[config.mk]
export PLATFORM = sky130hd
export DESIGN_NAME = commit_unit
export DESIGN_NICKNAME = d
export VERILOG_FILES = /design/src/rtl/mips_core_pkg.sv /design/src/rtl/commit_window_scan.sv /design/src/rtl/commit_unit.sv
export SDC_FILE = /design/constraint.sdc
export NUM_CORES = 1
export LEC_CHECK = 0
export CORE_UTILIZATION = 40
export DETAILED_ROUTE_END_ITERATION = 12
export PLACE_DENSITY = 0.76
export SLEW_MARGIN = 25
export SYNTH_ARGS = -nofsm -noshare
export SYNTH_HDL_FRONTEND = slang
export SYNTH_HIERARCHICAL = 1
export SYNTH_SLANG_ARGS = --single-unit
[constraint.sdc]
create_clock -name clk -period 7.74 [get_ports clk]
set_input_delay 1.935 -clock clk [delete_from_list [all_inputs] [get_ports clk]]
set_output_delay 1.935 -clock clk [all_outputs]
set_load 0.05 [all_outputs]
[src/rtl/mips_core_pkg.sv]
// Shared core definitions: default structure sizes and the commit FSM encoding.
package mips_core_pkg;

  localparam int unsigned AL_SIZE_DEFAULT     = 64;
  localparam int unsigned COMMIT_WIN_DEFAULT  = 4;
  localparam int unsigned LSQ_SIZE_DEFAULT    = 16;
  localparam int unsigned BRANCH_NUM_DEFAULT  = 8;

  typedef enum logic [1:0] {
    RUN        = 2'd0,
    STORE_WAIT = 2'd1,
    FLUSH      = 2'd2
  } commit_state_e;

endpackage

[src/rtl/commit_window_scan.sv]
// Combinational commit-window scan: finds the longest eligible in-order prefix
// starting at the oldest active-list entry and reports per-slot class bits and
// per-class counts for the committed instructions.
module commit_window_scan
  import mips_core_pkg::*;
#(
  parameter int unsigned ACTIVE_LIST_SIZE   = AL_SIZE_DEFAULT,
  parameter int unsigned COMMIT_WINDOW_SIZE = COMMIT_WIN_DEFAULT,
  localparam int unsigned AL_W  = $clog2(ACTIVE_LIST_SIZE),
  localparam int unsigned CNT_W = $clog2(COMMIT_WINDOW_SIZE + 1)
) (
  input  logic [AL_W-1:0]               base_i,
  input  logic [ACTIVE_LIST_SIZE-1:0]   ready_i,
  input  logic [ACTIVE_LIST_SIZE-1:0]   avail_i,
  input  logic [ACTIVE_LIST_SIZE-1:0]   load_i,
  input  logic [ACTIVE_LIST_SIZE-1:0]   store_i,
  input  logic [ACTIVE_LIST_SIZE-1:0]   branch_i,
  input  logic                          block_all_i,
  input  logic                          block_store_i,
  output logic [CNT_W-1:0]              len_o,
  output logic [COMMIT_WINDOW_SIZE-1:0] load_valid_o,
  output logic [COMMIT_WINDOW_SIZE-1:0] store_valid_o,
  output logic [COMMIT_WINDOW_SIZE-1:0] branch_valid_o,
  output logic [CNT_W-1:0]              load_cnt_o,
  output logic [CNT_W-1:0]              store_cnt_o,
  output logic [CNT_W-1:0]              branch_cnt_o
);

  logic            open_s;
  logic            store_seen_s;
  logic            elig_s;
  logic [AL_W-1:0] idx_s;

  // Walk the window in age order; the first ineligible slot closes the prefix.
  always_comb begin
    open_s         = ~block_all_i;
    store_seen_s   = 1'b0;
    elig_s         = 1'b0;
    idx_s          = base_i;
    len_o          = '0;
    load_valid_o   = '0;
    store_valid_o  = '0;
    branch_valid_o = '0;
    load_cnt_o     = '0;
    store_cnt_o    = '0;
    branch_cnt_o   = '0;
    for (int unsigned i = 0; i < COMMIT_WINDOW_SIZE; i++) begin
      idx_s  = base_i + AL_W'(i);
      elig_s = ~avail_i[idx_s] & ready_i[idx_s];
      // At most one store per cycle, and none while a store is still outstanding.
      if (store_i[idx_s] && (block_store_i || store_seen_s))
        elig_s = 1'b0;
      if (open_s && elig_s) begin
        len_o             = len_o + CNT_W'(1);
        load_valid_o[i]   = load_i[idx_s];
        store_valid_o[i]  = store_i[idx_s];
        branch_valid_o[i] = branch_i[idx_s];
        if (load_i[idx_s])   load_cnt_o   = load_cnt_o + CNT_W'(1);
        if (store_i[idx_s])  store_cnt_o  = store_cnt_o + CNT_W'(1);
        if (branch_i[idx_s]) branch_cnt_o = branch_cnt_o + CNT_W'(1);
        if (store_i[idx_s])  store_seen_s = 1'b1;
      end else begin
        open_s = 1'b0;
      end
    end
  end

endmodule

[src/rtl/commit_unit.sv]
// In-order commit unit: retires up to COMMIT_WINDOW_SIZE completed instructions
// per cycle, advances the retirement pointers, and serialises committed stores
// to the data cache through a RUN / STORE_WAIT / FLUSH state machine.
module commit_unit
  import mips_core_pkg::*;
#(
  parameter int unsigned ACTIVE_LIST_SIZE   = AL_SIZE_DEFAULT,
  parameter int unsigned COMMIT_WINDOW_SIZE = COMMIT_WIN_DEFAULT,
  parameter int unsigned LOAD_STORE_SIZE    = LSQ_SIZE_DEFAULT,
  parameter int unsigned BRANCH_NUM         = BRANCH_NUM_DEFAULT,
  localparam int unsigned AL_W  = $clog2(ACTIVE_LIST_SIZE),
  localparam int unsigned WIN_W = $clog2(COMMIT_WINDOW_SIZE),
  localparam int unsigned LS_W  = $clog2(LOAD_STORE_SIZE),
  localparam int unsigned BR_W  = $clog2(BRANCH_NUM),
  localparam int unsigned CNT_W = $clog2(COMMIT_WINDOW_SIZE + 1)
) (
  input  logic                          clk,
  input  logic                          rst_n,
  input  logic [ACTIVE_LIST_SIZE-1:0]   ready_to_commit,
  input  logic [ACTIVE_LIST_SIZE-1:0]   entry_available_bit,
  input  logic [ACTIVE_LIST_SIZE-1:0]   is_load,
  input  logic [ACTIVE_LIST_SIZE-1:0]   is_store,
  input  logic [ACTIVE_LIST_SIZE-1:0]   is_branch,
  input  logic                          branch_miss,
  input  logic                          store_ack,
  output logic                          commit_valid,
  output logic [WIN_W-1:0]              last_valid_commit_idx,
  output logic [COMMIT_WINDOW_SIZE-1:0] load_valid,
  output logic [COMMIT_WINDOW_SIZE-1:0] store_valid,
  output logic [COMMIT_WINDOW_SIZE-1:0] branch_valid,
  output logic [AL_W-1:0]               oldest_inst_pointer,
  output logic [LS_W-1:0]               load_commit_pointer,
  output logic [LS_W-1:0]               store_commit_pointer,
  output logic [BR_W-1:0]               branch_read_pointer,
  output logic                          store_req,
  output logic [LS_W-1:0]               store_req_index
);

  commit_state_e   state_q, state_d;
  logic [AL_W-1:0] oldest_q, oldest_d;
  logic [LS_W-1:0] load_ptr_q, load_ptr_d;
  logic [LS_W-1:0] store_ptr_q, store_ptr_d;
  logic [BR_W-1:0] branch_ptr_q, branch_ptr_d;
  logic            store_req_q, store_req_d;
  logic [LS_W-1:0] store_idx_q, store_idx_d;

  logic [CNT_W-1:0] len_s, load_cnt_s, store_cnt_s, branch_cnt_s;
  logic             block_all_s;

  assign block_all_s = rst_n | branch_miss | (state_q == FLUSH);

  commit_window_scan #(
    .ACTIVE_LIST_SIZE   (ACTIVE_LIST_SIZE),
    .COMMIT_WINDOW_SIZE (COMMIT_WINDOW_SIZE)
  ) u_scan (
    .base_i         (oldest_q),
    .ready_i        (ready_to_commit),
    .avail_i        (entry_available_bit),
    .load_i         (is_load),
    .store_i        (is_store),
    .branch_i       (is_branch),
    .block_all_i    (block_all_s),
    .block_store_i  (state_q == STORE_WAIT),
    .len_o          (len_s),
    .load_valid_o   (load_valid),
    .store_valid_o  (store_valid),
    .branch_valid_o (branch_valid),
    .load_cnt_o     (load_cnt_s),
    .store_cnt_o    (store_cnt_s),
    .branch_cnt_o   (branch_cnt_s)
  );

  assign commit_valid          = (len_s != '0);
  assign last_valid_commit_idx = commit_valid ? WIN_W'(len_s - CNT_W'(1)) : '0;

  assign oldest_inst_pointer  = oldest_q;
  assign load_commit_pointer  = load_ptr_q;
  assign store_commit_pointer = store_ptr_q;
  assign branch_read_pointer  = branch_ptr_q;
  assign store_req            = store_req_q;
  assign store_req_index      = store_idx_q;

  // Pointer advance by the committed counts; natural wrap at each size.
  always_comb begin
    oldest_d     = oldest_q + AL_W'(len_s);
    load_ptr_d   = load_ptr_q + LS_W'(load_cnt_s);
    store_ptr_d  = store_ptr_q + LS_W'(store_cnt_s);
    branch_ptr_d = branch_ptr_q + BR_W'(branch_cnt_s);
  end

  // Next-state and store-request logic.
  always_comb begin
    state_d     = state_q;
    store_req_d = store_req_q;
    store_idx_d = store_idx_q;
    unique case (state_q)
      RUN: begin
        if (branch_miss) begin
          state_d = FLUSH;
        end else if (store_cnt_s != '0) begin
          // Only one store can commit per cycle, so its index is the pre-advance pointer.
          state_d     = STORE_WAIT;
          store_req_d = 1'b1;
          store_idx_d = store_ptr_q;
        end
      end
      STORE_WAIT: begin
        // An ack coinciding with a flush retires the request; otherwise it stays pending.
        if (store_ack) store_req_d = 1'b0;
        if (branch_miss)    state_d = FLUSH;
        else if (store_ack) state_d = RUN;
      end
      FLUSH: begin
        // Pending store survives the flush and is resumed afterwards.
        if (!branch_miss) state_d = store_req_q ? STORE_WAIT : RUN;
      end
      default: state_d = RUN;
    endcase
  end

  // State and pointer registers with synchronous active-high reset.
  always_ff @(posedge clk) begin
    if (rst_n) begin
      state_q      <= RUN;
      oldest_q     <= '0;
      load_ptr_q   <= '0;
      store_ptr_q  <= '0;
      branch_ptr_q <= '0;
      store_req_q  <= 1'b0;
      store_idx_q  <= '0;
    end else begin
      state_q      <= state_d;
      oldest_q     <= oldest_d;
      load_ptr_q   <= load_ptr_d;
      store_ptr_q  <= store_ptr_d;
      branch_ptr_q <= branch_ptr_d;
      store_req_q  <= store_req_d;
      store_idx_q  <= store_idx_d;
    end
  end

endmodule

# After elaboration in Yosys (flattened, before gate mapping)
# Index checks and enable logic that the tools add are counted.
op_classes:
  addsub: 20
  n_lt_le_gt_ge: 4
  eq_ne: 8
  muxes: 105
  bitwise: 12
  reduce_logical: 18
op_table:
  columns: ["cell", "n"]
  rows:
  - ["1-bit binary-select mux with 6-bit select", 20]
  - ["3-bit 2-to-1 mux", 24]
  - ["1-bit 2-to-1 mux", 53]
  - ["3-bit by 1-bit adder with 3-bit output (second input constant)", 11]
  - ["6-bit by 7-bit < comparator with 1-bit output (second input constant)", 4]
  - ["6-bit by 2-bit adder with 6-bit output (second input constant)", 2]
  - ["2-bit 2-to-1 mux", 6]
  - ["4-bit by 3-bit adder with 4-bit output", 2]
  - ["1-bit logical AND", 8]
  - ["2-bit != test (second input constant)", 4]
  - ["6-bit by 1-bit adder with 6-bit output (second input constant)", 1]
  - ["6-bit by 3-bit adder with 6-bit output", 1]
  - ["3-bit != test (second input constant)", 2]
  - ["1-bit NOT", 6]
  - ["2-bit one-hot mux with 3 select lines", 1]
  - ["3-bit AND reduction", 2]
  - ["3-bit nonzero test", 2]
  - ["1-bit bitwise AND", 4]
  - ["4-bit AND reduction", 1]
  - ["3-bit adder", 1]
  - ["1-bit logical OR", 3]
  - ["1-bit by 1-bit adder with 2-bit output (second input constant)", 1]
  - ["2-bit by 1-bit equality test with 1-bit output (second input constant)", 1]
  - ["2-bit equality test (second input constant)", 1]
  - ["5 further kinds", 6]
word_totals:
  regBits: 24
  input_bits: 324
  output_inout_bits: 37
  word_cells: 174

# Longest topological paths before layout
depth:
  ltp_word: 26
  mapped_depth: 27
  mapped_depth_nobuf: 22

# Hierarchy
# The synthesis kept the hierarchy.
by_module_without_submodules:
  columns: ["module", "n_inst", "cells_each", "area_each_um2", "seq_area_each_um2"]
  rows:
  - ["commit_window_scan", 1, 770, 9863.2, 0.0]
  - ["commit_unit", 1, 115, 1163.6, 480.5]

# Worst setup path before layout
# No wires, ideal clock.
synth_path:
  path_kind: "in2out"
  start: "input port entry_available_bit[44]"
  end: "output port last_valid_commit_idx[0]"
  arrival_ps: 6550
  required_ps: 5805
  setup_slack_ps: -745
  stages: 17
  n_path_buf: 0
  cell_sequence: "nand2b_1 > mux4_2 > and3_1 > a2111oi_2 > a22oi_1 > or3_1 > ha_1 > nor2b_1 > nor4_1 > nand3b_1 > nor3_2 > xor2_1 > ha_1 > inv_1 > a31oi_1 > or3_1 > nor2b_1"
synth_via:
  elab_chain_cells: 24
  elab_cells_between_ends: 48
  cone_classes: "add/sub: 4; mux: 25; bitwise: 8; reduce/logical: 11"
synth_lines:
  columns: ["item", "line_no", "text"]
  rows:
  - ["start: declaration", "commit_unit.sv:20", "input logic [ACTIVE_LIST_SIZE-1:0] entry_available_bit,"]
  - ["branches (longest 21 deep; another with 1-bit binary-select mux with 6-bit select)", null, null]
  - ["3-bit 2-to-1 mux *", "commit_window_scan.sv:53", "if (open_s && elig_s) begin"]
  - ["net len_s[1]", "commit_unit.sv:47", "logic [CNT_W-1:0] len_s, load_cnt_s, store_cnt_s, branch_cnt_s;"]
  - ["3-bit nonzero test *", "commit_unit.sv:73", "assign commit_valid = (len_s != '0);"]
  - ["net commit_valid", "commit_unit.sv:26", "output logic commit_valid,"]
  - ["2-bit 2-to-1 mux *", "commit_unit.sv:74", "assign last_valid_commit_idx = commit_valid ? WIN_W'(len_s - CNT_W'(1)) : '0;"]
  - ["end: declaration", "commit_unit.sv:27", "output logic [WIN_W-1:0] last_valid_commit_idx,"]
# Mark *: on every way through the listed nets, which the timed path passes. The select of a mux whose other input is x is not followed.

# Worst setup path after layout
layout_path:
  start: "input port rst_n"
  end: "output port last_valid_commit_idx[0]"
layout_via:
  elab_chain_cells: 22
  elab_cells_between_ends: 34
  cone_classes: "add/sub: 4; mux: 16; bitwise: 3; reduce/logical: 11"
layout_lines:
  columns: ["item", "line_no", "text"]
  rows:
  - ["start: declaration", "commit_unit.sv:18", "input logic rst_n,"]
  - ["1-bit OR * (2 in a row)", "commit_unit.sv:50", "assign block_all_s = rst_n | branch_miss | (state_q == FLUSH);"]
  - ["net block_all_s", "commit_unit.sv:48", "logic block_all_s;"]
  - ["1-bit NOT *", "commit_window_scan.sv:36", "open_s = ~block_all_i;"]
  - ["branches (longest 16 deep; another with 3-bit by 1-bit adder with 3-bit output)", null, null]
  - ["3-bit 2-to-1 mux *", "commit_window_scan.sv:53", null]
  - ["net len_s[2]", "commit_unit.sv:47", null]
  - ["3-bit nonzero test *", "commit_unit.sv:73", null]
  - ["2-bit 2-to-1 mux *", "commit_unit.sv:74", null]
# Mark *: on every way through the listed nets, which the timed path passes.

==> flow_metrics.tcl <==
set metrics [dict create \
    violations "setup timing" \
    multiInputGateArea_sq_um 10600 \
    max_stage_delay_ns 0.45 \
    fmax_mhz 126 \
    ant_nets 0 \
    cts_tree "built" \
    grtUsageTotal 0.299 \
    num-nets-final 1720 \
    numCtsBuffers 3 \
    finalCritPeriodShare 1.02 \
    yosysMostFrequentCell "mux4_2" \
    vias 11233 \
    syn-num-nets 1239 \
    clock_path_buffers 2 \
    hold_viol 0 \
    synth_cells 885 \
    timing.final.setup_violations 3 \
    hp-class "flip-flop to flip-flop" \
    rsz0062_at_grt "true" \
    cts.reportedPaths.clkPinSlew_ns 0.06 \
    cp-start-kind "input pin" \
    nFillCells 2086 \
    fin_setup_tns_ns -0.256 \
    p_per_area_nw_per_um2 57.4 \
    grt_pass1_vias 11249 \
    die-area_sq_um 28200 \
    clk_latency_ns 0.26 \
    switchingPower_mw 0.321 \
    port_buffers 360 \
    cp_max_fo 3 \
    syn2layout_area_growth_pct 51.2 \
    cts.sinks 24 \
    outcome "finished with violations" \
    core_sq_um 27000 \
    cts_root_buffer "clkbuf_16" \
    max_slew.worst_pin.slew_ns 0.988 \
    layout.cells.non_filler 1707 \
    grt.overflow.total 0 \
    globalplace.congestion 0.910 \
    synth_common_cells "mux4_2, mux2i_1, nand2b_1" \
    switching_share 0.336 \
    skew_ns 0.00299 \
    synth_flop_cell "dfxtp_1" \
    p_seq_frac 0.133 \
    h-tree-depth 1 \
    drv_slew 0 \
    drt_iter0_markers 1266 \
    antenna_found_initial 1 \
    slew_headroom 0.339 \
    initial_core_util 0.408 \
    cp_common_cell "or3_4" \
    setup_slack_ns -0.168 \
    final_area_sq_um 16700 \
    synthArstFlopShare 0 \
    required_ns 5.81 \
    synth.top_cell.area_share 0.576 \
    crit_chain "dlygate4sd2_1, or3_4, buf_4, a2111oi_4, a22oi_2, or3_4, ha_4, nor2b_4, nor4_4, nand3b_1, nor3_4, xor2_1, ha_2, nand3_2, xor2_2, or3_4, nor2b_4, buf_6" \
    dp_hpwl_um 33700 \
    routed_wl_um 43000 \
    die_w_um 168 \
    fin_crit_ns 7.91 \
    drv_cap 0 \
    internal_power_mw 0.636 \
    ios 361 \
    dr.pass1.iters 5 \
    grt_max_degree 131 \
    vias_per_cell 6.58 \
    drt-wirelength-per-cell_um 25.2 \
    r2r_slack_ns 1.34 \
    yosysTopAreaCell "mux4_2" \
    power_frac_comb 0.739 \
    synth-edff-count 0 \
    post-route-util 0.617 \
    layout-drive-gt1-share 0.503 \
    p_leak_nw 6.42 \
    power.share.clock 0.128 \
    worstPathArrival_ns 5.97 \
    seq_area_frac_synth 0.0436 \
    die_h_um 168 \
    syn_area_sq_um 11000 \
    place_inst 1656 \
    syn_avg_cell_area_sq_um 12.5 \
    cp-end-kind "primary output" \
    route.detailed.drc 0 \
    synthTopCellsByArea "mux4_2, mux2i_1, dfxtp_1" \
    crit_family "simple AND/OR/NAND/NOR gates" \
    cp.buffers_inverters 3 \
    ys_types 80 \
    num_rows 60 \
    seq_area_sq_um 492 \
    whs_ns 0.476 \
    ir_worst_vdd_uv 61.0 \
    crit_path_top_delay_cell "a2111oi_4" \
    placed_area_sq_um 15800 \
    grt_first_pass_wirelength_um 65200 \
    ys_ff_latch 24 \
    ys_warn_count 6 \
    worstSetupPathType "input pin to primary output" \
]
-- what timing repair did --
| action | 4_1_cts | 5_1_grt |
|---|---|---|
| setup endpoints to repair | 3 | 3 |
| resized for setup | 282 | 99 |
| pin swaps | 23 | 24 |
| setup buffers | 37 | 9 |
| hold buffers | 0 | 0 |
-- cell families after synthesis --
| group | after synthesis | share of synthesized area |
|---|---|---|
| buffers and inverters | 105 | 0.0582 |
| muxes | 355 | 0.646 |
| and+or+nand+nor | 244 | 0.126 |
| DFF | 24 | 0.0436 |
| xor gates and xnor gates | 34 | 0.0284 |
| adders and majority gates | 31 | 0.0378 |
| AOI/OAI and AO/OA | 92 | 0.0600 |
-- per-layer routing --
| layer | up-vias | wire [um] | GRT usage |
|---|---|---|---|
| li1 | 4730 | - | - |
| met1 | 5632 | 15900 | 0.396 |
| met2 | 760 | 21600 | 0.515 |
| met3 | 111 | 4180 | 0.0433 |
| met4 | 0 | 1330 | 0.0766 |
| met5 | - | 0 | 0 |
-- cell type report --
type | instances | area share
multi-input combinational | 756 | 0.633
clock buffer | 4 | 0.00533
tap | 341 | 0.0256
sequential | 24 | 0.0295
timing repair buffer | 562 | 0.302
antenna | 1 | 0.000150
inverter | 19 | 0.00450
-- worst paths after layout --
| check | endpoint | start | cells after the start |
|---|---|---|---|
| max | last_valid_commit_idx[0] | rst_n | 18 |
| min | store_req_index[1]$_SDFFE_PP0P_ | store_req_index[1]$_SDFFE_PP0P_ | 2 |
| max reg2reg | load_commit_pointer[3]$_SDFF_PP0_ | oldest_inst_pointer[2]$_SDFF_PP0_ | 19 |
| min reg2reg | store_req_index[1]$_SDFFE_PP0P_ | store_req_index[1]$_SDFFE_PP0P_ | 2 |
-- state kept, by name, summed over array words and instances (netlist names) --
| name | flops |
|---|---|
| oldest_inst_pointer | 6 |
| branch_read_pointer | 3 |
| store_req_index | 4 |
| load_commit_pointer | 4 |
| store_commit_pointer | 4 |
| state_q | 2 |
| store_req | 1 |
-- power by group through the flow --
stage          clock (mW)  combinational, mW  sequential (mW)
3_5_place_dp            0              0.667            0.130
4_1_cts             0.125              0.690            0.127
3_3_place_gp            0              0.653            0.130
5_1_grt             0.131              0.742            0.127
6_report            0.123              0.707            0.127
2_1_floorplan           0              0.348            0.131
-- cell usage in the layout, fill, tap and decap left out, drive strengths merged, types with 5 or more instances in the layout --
cell / count
nand2: 46
clkbuf: 21
a21oi: 18
o211ai: 6
o22ai: 6
nor4: 5
nand2b: 50
ha: 26
nor2b: 47
clkdlybuf4s50: 196
mux4: 283
nor2: 31
dfxtp: 24
o21ai: 13
nand3: 17
xor2: 13
xnor2: 21
mux2i: 58
a211oi: 8
or3: 7
inv: 18
dlymetal6s2s: 39
buf: 244
dlygate4sd2: 40
mux2: 14
clkdlybuf4s15: 26
nor3: 12
a31oi: 7
-- worst min-delay path: cells and delay by family, from the launching register on --
family | cells | cell delay [ns]
and+or+nand+nor | 1 | 0.06
DFF | 1 | 0.31
muxes | 1 | 0.06
-- per-stage QoR --
step / setup WS, ns / power (mW)
final: -0.168 / 0.957
after CTS: -0.182 / 0.942
after global placement: -0.478 / 0.783
after floorplan: 0.000353 / 0.480
after detailed placement: -0.607 / 0.797
after global routing: -0.284 / 1.00
Power figures use the tool's default switching activity.
